$ cat src/rtl/imu_rd_seq.sv
// imu_rd_seq: power-up, init and frame-read sequencer for an SPI IMU.
// Optional spi_done watchdog: define IMU_TIMEOUT_EN.
module imu_rd_seq #(
    parameter int                    NUM_CH    = 5,
    parameter int                    INIT_N    = 4,
    parameter logic [INIT_N*16-1:0]  INIT_CMDS = {16'h1460, 16'h1162,
                                                  16'h1062, 16'h0D02},
    parameter logic [6:0]            RD_BASE   = 7'h22,
    parameter int                    STARTUP_W = 16,
    parameter int                    TMO_CYC   = 4095
) (
    input  logic                  clk,
    input  logic                  rst_n,
    input  logic                  INT,
    input  logic                  poll_mode,
    input  logic [15:0]           poll_div,
    output logic                  spi_wrt,
    output logic [15:0]           spi_cmd,
    input  logic                  spi_done,
    input  logic [15:0]           spi_rd,
    output logic [NUM_CH*16-1:0]  data,
    output logic                  vld,
    output logic                  busy,
    output logic                  tmo_err
);

    localparam int IW = (INIT_N > 1) ? $clog2(INIT_N) : 1;
    localparam logic [IW-1:0] INIT_LAST = IW'(INIT_N - 1);
    localparam logic [3:0] RD_LAST = 4'(2 * NUM_CH - 1);
    // Write goes out on the edge where the counter becomes all-ones.
    localparam logic [STARTUP_W-1:0] ST_LAST =
        {{(STARTUP_W-1){1'b1}}, 1'b0};

    typedef enum logic [2:0] {
        S_STARTUP,
        S_INIT,
        S_IDLE,
        S_READ,
        S_VALID
    } state_t;

    state_t                 state;
    logic                   int1;
    logic                   int2;
    logic [STARTUP_W-1:0]   st_cnt;
    logic [IW-1:0]          init_idx;
    logic [3:0]             rd_idx;
    logic [15:0]            poll_cnt;
    logic [NUM_CH*16-1:0]   shadow;
    logic [15:0]            pdiv;
    logic                   poll_hit;
    logic                   trigger;

    function automatic logic [15:0] rd_cmd(input logic [3:0] k);
        return {1'b1, RD_BASE + {3'b000, k}, 8'h00};
    endfunction

    function automatic logic [15:0] init_cmd(input logic [IW-1:0] i);
        return INIT_CMDS[16*i +: 16];
    endfunction

    assign pdiv     = (poll_div == 16'd0) ? 16'd1 : poll_div;
    assign poll_hit = (poll_cnt >= pdiv);
    assign trigger  = poll_mode ? poll_hit : int2;

`ifdef IMU_TIMEOUT_EN
    localparam int TW = $clog2(TMO_CYC + 1);
    localparam logic [TW-1:0] TMO_LAST = TW'(TMO_CYC - 1);

    logic [TW-1:0] tmo_cnt;
    logic          tmo_hit;

    assign tmo_hit = (tmo_cnt == TMO_LAST);

    // Cycles since the last write while a transaction is outstanding.
    always_ff @(posedge clk or negedge rst_n) begin
        if (!rst_n) begin
            tmo_cnt <= '0;
        end else if ((state == S_INIT || state == S_READ) && !spi_done) begin
            tmo_cnt <= tmo_cnt + 1'b1;
        end else begin
            tmo_cnt <= '0;
        end
    end
`else
    assign tmo_err = 1'b0;
`endif

    // Two-flop synchronizer for the asynchronous data-ready line.
    always_ff @(posedge clk or negedge rst_n) begin
        if (!rst_n) begin
            int1 <= 1'b0;
            int2 <= 1'b0;
        end else begin
            int1 <= INT;
            int2 <= int1;
        end
    end

    // Poll timer: only runs while idling in poll mode, clears on a hit.
    always_ff @(posedge clk or negedge rst_n) begin
        if (!rst_n) begin
            poll_cnt <= 16'd0;
        end else if (!poll_mode || state != S_IDLE || poll_hit) begin
            poll_cnt <= 16'd0;
        end else begin
            poll_cnt <= poll_cnt + 16'd1;
        end
    end

    // Sequencer FSM with registered SPI strobe, data, vld and busy.
    always_ff @(posedge clk or negedge rst_n) begin
        if (!rst_n) begin
            state    <= S_STARTUP;
            st_cnt   <= '0;
            init_idx <= '0;
            rd_idx   <= 4'd0;
            shadow   <= '0;
            data     <= '0;
            vld      <= 1'b0;
            spi_wrt  <= 1'b0;
            spi_cmd  <= 16'h0000;
            busy     <= 1'b1;
`ifdef IMU_TIMEOUT_EN
            tmo_err  <= 1'b0;
`endif
        end else begin
            spi_wrt <= 1'b0;
            vld     <= 1'b0;
            unique case (state)
                S_STARTUP: begin
                    st_cnt <= st_cnt + 1'b1;
                    if (st_cnt == ST_LAST) begin
                        spi_wrt  <= 1'b1;
                        spi_cmd  <= init_cmd('0);
                        init_idx <= '0;
                        state    <= S_INIT;
                    end
                end
                S_INIT: begin
                    if (spi_done) begin
                        if (init_idx == INIT_LAST) begin
                            state <= S_IDLE;
                            busy  <= 1'b0;
                        end else begin
                            init_idx <= init_idx + 1'b1;
                            spi_wrt  <= 1'b1;
                            spi_cmd  <= init_cmd(init_idx + 1'b1);
                        end
                    end
`ifdef IMU_TIMEOUT_EN
                    else if (tmo_hit) begin
                        tmo_err <= 1'b1;
                        state   <= S_IDLE;
                        busy    <= 1'b0;
                    end
`endif
                end
                S_IDLE: begin
                    if (trigger) begin
                        rd_idx  <= 4'd0;
                        spi_wrt <= 1'b1;
                        spi_cmd <= rd_cmd(4'd0);
                        state   <= S_READ;
                        busy    <= 1'b1;
                    end
                end
                S_READ: begin
                    if (spi_done) begin
                        shadow[8*rd_idx +: 8] <= spi_rd[7:0];
                        if (rd_idx == RD_LAST) begin
                            state <= S_VALID;
                        end else begin
                            rd_idx  <= rd_idx + 4'd1;
                            spi_wrt <= 1'b1;
                            spi_cmd <= rd_cmd(rd_idx + 4'd1);
                        end
                    end
`ifdef IMU_TIMEOUT_EN
                    else if (tmo_hit) begin
                        tmo_err <= 1'b1;
                        shadow  <= '0;
                        state   <= S_IDLE;
                        busy    <= 1'b0;
                    end
`endif
                end
                S_VALID: begin
                    data  <= shadow;
                    vld   <= 1'b1;
                    state <= S_IDLE;
                    busy  <= 1'b0;
`ifdef IMU_TIMEOUT_EN
                    tmo_err <= 1'b0;
`endif
                end
                default: begin
                    state <= S_STARTUP;
                    busy  <= 1'b1;
                end
            endcase
        end
    end

endmodule

$ cat config.mk
export PLATFORM = sky130hd
export DESIGN_NAME = imu_rd_seq
export DESIGN_NICKNAME = d
export VERILOG_FILES = /design/src/rtl/imu_rd_seq.sv
export SDC_FILE = /design/constraint.sdc
export NUM_CORES = 1
export LEC_CHECK = 0
export BUFFER_PORTS_ARGS = -buffer_cell sky130_fd_sc_hd__buf_4
export CORE_MARGIN = 1.5
export CORE_UTILIZATION = 57
export CTS_CLUSTER_DIAMETER = 200
export DETAILED_ROUTE_END_ITERATION = 16
export HOLD_SLACK_MARGIN = 0.03
export PLACE_DENSITY_LB_ADDON = 0.15
export SYNTH_ARGS = -nofsm -noshare
export SYNTH_HDL_FRONTEND = slang
export SYNTH_SLANG_ARGS = --single-unit
$ cat constraint.sdc
create_clock -name clk -period 2.9 [get_ports clk]
set_input_delay 0.145 -clock clk [delete_from_list [all_inputs] [get_ports clk]]
set_output_delay 0.145 -clock clk [all_outputs]
set_load 0.01 [all_outputs]
# After elaboration in Yosys (flattened, before gate mapping)
# Index checks and enable logic that the tools add are counted.
dict set report word_totals {
  regBits 222
  word_cells 93
  inputBits 37
}
dict set report op_classes {
  mux 38
  shift 3
  n_eq_ne 16
  add_sub_neg 6
  bitwise 1
  n_reduce_logical 15
  magnitude_cmp 1
}
# operator n
set ops {}
lappend ops {{$mux W16} 8}
lappend ops {{$bwmux W80} 1}
lappend ops {{$shift A8 B34 Y80 const A} 1}
lappend ops {{$shiftx A8 B34 Y80} 1}
lappend ops {{$pmux W16 S4} 1}
lappend ops {{$shiftx A64 B7 Y16 const A} 1}
lappend ops {{$neg A7 Y34} 1}
lappend ops {{$add A16 B1 Y16 const B} 2}
lappend ops {{$mux W3} 6}
lappend ops {{$eq A16 B16 Y1 const B} 1}
lappend ops {{$ge A16 B16 Y1} 1}
lappend ops {{$logic_not A16 Y1} 1}
lappend ops {{$ne A2 B2 Y1 const B} 8}
lappend ops {{$pmux W3 S5} 1}
lappend ops {{$mux W4} 3}
lappend ops {{$reduce_and A4 Y1} 3}
lappend ops {{$mux W1} 11}
lappend ops {{$pmux W1 S4} 2}
lappend ops {{$pmux W4 S2} 1}
lappend ops {{$add A6 B4 Y7 const A} 1}
lappend ops {{$reduce_and A7 Y1} 1}
lappend ops {{$eq A3 B2 Y1 const B} 2}
lappend ops {{$mux W2} 3}
lappend ops {{$reduce_and A6 Y1} 1}
lappend ops {{other kinds (16)} 18}

# Depth between registers and ports, before layout
dict set report logic_depth {
  depth_word 6
  depth_mapped 12
}

# Worst setup path after synthesis
# Ideal clock, no wire load.
dict set report synth_path {
  path_type {reg2reg}
  startpoint {register rd_idx[0]}
  endpoint {register shadow[14]}
  setup_slack_ps 484
  synth_period_minus_slack_ps 2416
  n_path_buf 5
  arrival_ps 2333
  stages_incl_launch_ff 13
  setup_ps 83
  t_required_ps 2817
  cell_sequence {dfrtp_1 clkbuf_1 inv_1 ha_1 clkbuf_1 and2_1 buf_2 nor2b_1 buf_2 and2_1 clkbuf_1 nand2_1 o21ai_0}
}
dict set report synth_via {
  elab_chain_len 3
  elab_cells_between_ends 4
  cone_classes {add/sub (1); shift (2); mux (1)}
}
# element line
set synth_rtl {}
lappend synth_rtl {{start: declaration} 47} ;# logic [3:0] rd_idx;
lappend synth_rtl {{start signal: assignment} 174} ;# rd_idx <= rd_idx + 4'd1;
lappend synth_rtl {{$neg A7 Y34 (*)} 170} ;# shadow[8*rd_idx +: 8] <= spi_rd[7:0];
lappend synth_rtl {{$shiftx A8 B34 Y80 / $shift A8 B34 Y80 (equally long branches)} 170}
lappend synth_rtl {{$bwmux W80 (*)} 170}
lappend synth_rtl {{end signal: indexed assignment} 170}
lappend synth_rtl {{end: declaration} 49} ;# logic [NUM_CH*16-1:0] shadow;
# Mark *: on every way between the ends. The rest lies on a longest branch, timed or not.
# A chain may end at the register's enable or synchronous reset.

# Worst setup path after layout
dict set report layout_path {
  startpoint {register poll_cnt[0]}
  endpoint {register spi_cmd[11]}
}
dict set report layout_via {
  elab_chain_len 4
}
# element line
set layout_rtl {}
lappend layout_rtl {{start: declaration} 48} ;# logic [15:0] poll_cnt;
lappend layout_rtl {{start signal: assignment} 107} ;# poll_cnt <= poll_cnt + 16'd1;
lappend layout_rtl {{$ge A16 B16 Y1} 63} ;# assign poll_hit = (poll_cnt >= pdiv);
lappend layout_rtl {{$mux W1} 64} ;# assign trigger = poll_mode ? poll_hit : int2;
lappend layout_rtl {{$ne A2 B2 Y1 (no line)} --}
lappend layout_rtl {{$reduce_and A7 Y1 (no line)} --}
lappend layout_rtl {{end signal: assignment} 135} ;# spi_cmd <= init_cmd('0);
lappend layout_rtl {{end signal: assignment} 148} ;# spi_cmd <= init_cmd(init_idx + 1'b1);
lappend layout_rtl {{end signal: assignment} 163} ;# spi_cmd <= rd_cmd(4'd0);
lappend layout_rtl {{end: declaration} 18} ;# output logic [15:0] spi_cmd,
# Every way passes these cells.

==> results.tsv <==
metric	value	unit
GRT overflow	0	
Hold Path Class	input pin to flop	
initial antenna violation count	0	
Syn Area/Cell	11.53	um2
antenna viol nets, final	0	
Die Ht	131.4	um
root buffer cell	clkbuf_16	
Post-synth EDFFs	0	
row count	46	
Power Internal	6.199	mW
I/O Buffers	121	
sequential element share of the synthesized area	0.5702	
cells after synthesis	815	
RSZ-0062 raised after global routing	no	
worst-margin pin slew	732.8	ps
Net Switching	2.658	mW
max cap viols	0	
Core Footprint	16000	um2
Iter 0 DRT Violations	284	
via/cell ratio	5.448	
Wirelength per Cell	16.82	um
DRC Markers	0	
Startpoint Class	flop	
Top Ports	137	
asr flop ratio synth	1.000	
final max-slew violation count	0	
diode count	0	
switching share of power	0.3001	
clock sink count	214	
period utilisation layout	0.8951	
Power Dens Cells	775.3	nW/um2
H-tree levels	1	
share of layout cells above drive strength 1	0.3045	
CP Max Fanout	7	
Hold Fails Final Rpt	0	
Final Total Pwr	8.857	mW
post-route minimum period	2596	ps
Area Growth Syn to Fin	21.60	%
final core utilization	0.7140	
clk slew on worst S/H paths	60	ps
max_slew headroom	0.5115	
maximum vdd drop	613.1	uV
worst hold slack	49.63	ps
nets	1010	
Clock Latency Late Sink	490	ps
nature of the critical path endpoint	flop	
count of cell types in the netlist	57	
Max Freq	0.3852	GHz
Flop pwr share	0.422	
Post-Route WL	19760	um
vias	6401	
vias in the first global route	6560	
Setup CP Type	flop to flop	
setup_tns	0	ps
Worst R2R Setup Slack	300	ps
hpwl dp	13500	um
Tot GR Track Use	0.2311	
DIE AREA	17260	um2
Synth Cell Area	9394	um2
clock network fraction of design power	0.344	
CTS tree	yes	
Yosys reg bits	214	
Num CTS Buffers	22	
Static Leak	5.724	nW
status	complete, no violations	
GPL Wtd Cong	0.8327	
largest net degree at the start of global routing	91	
DRT Pass-1 Iters	4	
Gate power share	0.234	
ys flop type	dfrtp_1	
Die W	131.4	um
first-pass GRT wire length	32790	um
CP Data Required Time	3280	ps
Max Buffers Root-to-Sink	3	
YS warnings	0	
worst endpoint data arrival time	2970	ps
clock skew	6.800	ps
initial cell density of the core	0.5871	
setup violators final	0	
[cells in the mapped netlist (10+ instances only)]
cell	count	area share
xnor2_1	17	0.016
nor2_1	34	0.014
clkbuf_1	22	0.0088
nand3_1	21	0.011
a21oi_1	18	0.0096
buf_2	10	0.0053
and2_1	12	0.0080
nand4_1	10	0.0067
mux2_2	111	0.13
o21ai_0	63	0.034
inv_1	42	0.017
dfrtp_1	213	0.57
xor2_1	14	0.013
ha_1	28	0.037
nand2_1	112	0.045
[per-stage QoR]
step                      setup WS (ps)  cells  instance area (um2)
final                             304.2   1175                11420
after floorplan                   484.4    821                 9417
after global placement            144.3   1126                10520
after detailed placement         -23.30   1126                10520
after CTS                         137.0   1175                11420
after global routing              151.0   1175                11420
[worst max-delay path: stages, from the launching register on]
cell	delay (ps)
dfrtp_1	420
inv_1	70
ha_1	280
nand2b_1	140
a2111oi_0	540
or4b_4	260
a31oi_4	120
a21oi_4	310
mux2_4	330
[layout by cell type, fill, tap and decap left out, types with 7 or more instances in the layout]
| cell | netlist | final |
|---|---|---|
| xnor2_1 | 17 | 17 |
| nand4_1 | 10 | 10 |
| nand2_1 | 112 | 112 |
| nor2_1 | 34 | 34 |
| dfrtp_1 | 213 | 213 |
| clkbuf_16 | 0 | 23 |
| inv_1 | 42 | 42 |
| a21oi_1 | 18 | 18 |
| dlygate4sd3_1 | 0 | 11 |
| mux2_2 | 111 | 111 |
| nor3_1 | 7 | 7 |
| conb_1 | 1 | 7 |
| o21ai_0 | 63 | 63 |
| buf_4 | 9 | 127 |
| ha_1 | 28 | 28 |
| xor2_1 | 14 | 13 |
| and2_1 | 12 | 12 |
| nand3_1 | 21 | 21 |
| and3_1 | 9 | 9 |
[cell type report]
| cell class | count | area, um2 |
|---|---|---|
| clock buffer | 29 | 618.1 |
| clock inverter | 9 | 172.7 |
| fill | 1142 | 4577 |
| inverter | 42 | 157.7 |
| multi-input combinational | 523 | 3711 |
| sequential | 214 | 5356 |
| tap | 216 | 270.3 |
| timing repair buffer | 142 | 1137 |
[logic make-up after synthesis]
logic type      share of synthesized area
compound gates                    0.06686
xor+xnor                          0.02890
fa+ha+maj                         0.03729
buf+inv                           0.03849
flops                              0.5702
mux                                0.1384
other cells                     0.0003992
simple gates                       0.1195
[what timing repair did]
action,4_1_cts,5_1_grt
endpoints found under the hold margin,136,0
buffers inserted,0,0
hold buffers,11,0
setup endpoints to repair,0,5
resized for setup,0,1
[sequential cells by signal (all words and copies together) (netlist names), 2 cells and up]
| signal | cells |
|---|---|
| data | 80 |
| init_idx | 2 |
| poll_cnt | 16 |
| rd_idx | 4 |
| shadow | 80 |
| spi_cmd | 8 |
| st_cnt | 16 |
| state | 3 |
[final timing paths]
| path | depth (start not counted) | from | to |
|---|---|---|---|
| worst max-delay path | 8 | poll_cnt[0]$_DFF_PN0_ | spi_cmd[11]$_DFFE_PN0P_ |
| worst min-delay path | 3 | poll_mode | state[0]$_DFFE_PN0P_ |
| worst max register to register | 8 | poll_cnt[0]$_DFF_PN0_ | spi_cmd[11]$_DFFE_PN0P_ |
| worst min register to register | 0 | int1$_DFF_PN0_ | int2$_DFF_PN0_ |
| max in group asynchronous | 3 | rst_n | data[0]$_DFFE_PN0P_ |
| min in group asynchronous | 2 | rst_n | vld$_DFF_PN0_ |
[power by group through the flow]
stage,Sequential [mW],Clock [mW],Combinational [mW]
floorplan,3.69,0,1.44
global placement,3.76,0,1.96
detailed placement,3.78,0,2.04
CTS,3.73,3.09,2.08
global route,3.79,3.23,2.31
finish,3.74,3.05,2.07
[per-layer routing]
metal / share of wire / vias up / track usage
li1: - / 3029 / -
met1: 0.43 / 3175 / 0.3082
met2: 0.51 / 169 / 0.4027
met3: 0.042 / 28 / 0.03356
met4: 0.015 / 0 / 0.05432
met5: 0 / - / 0
No activity file was read; power rests on OpenSTA's default activity.
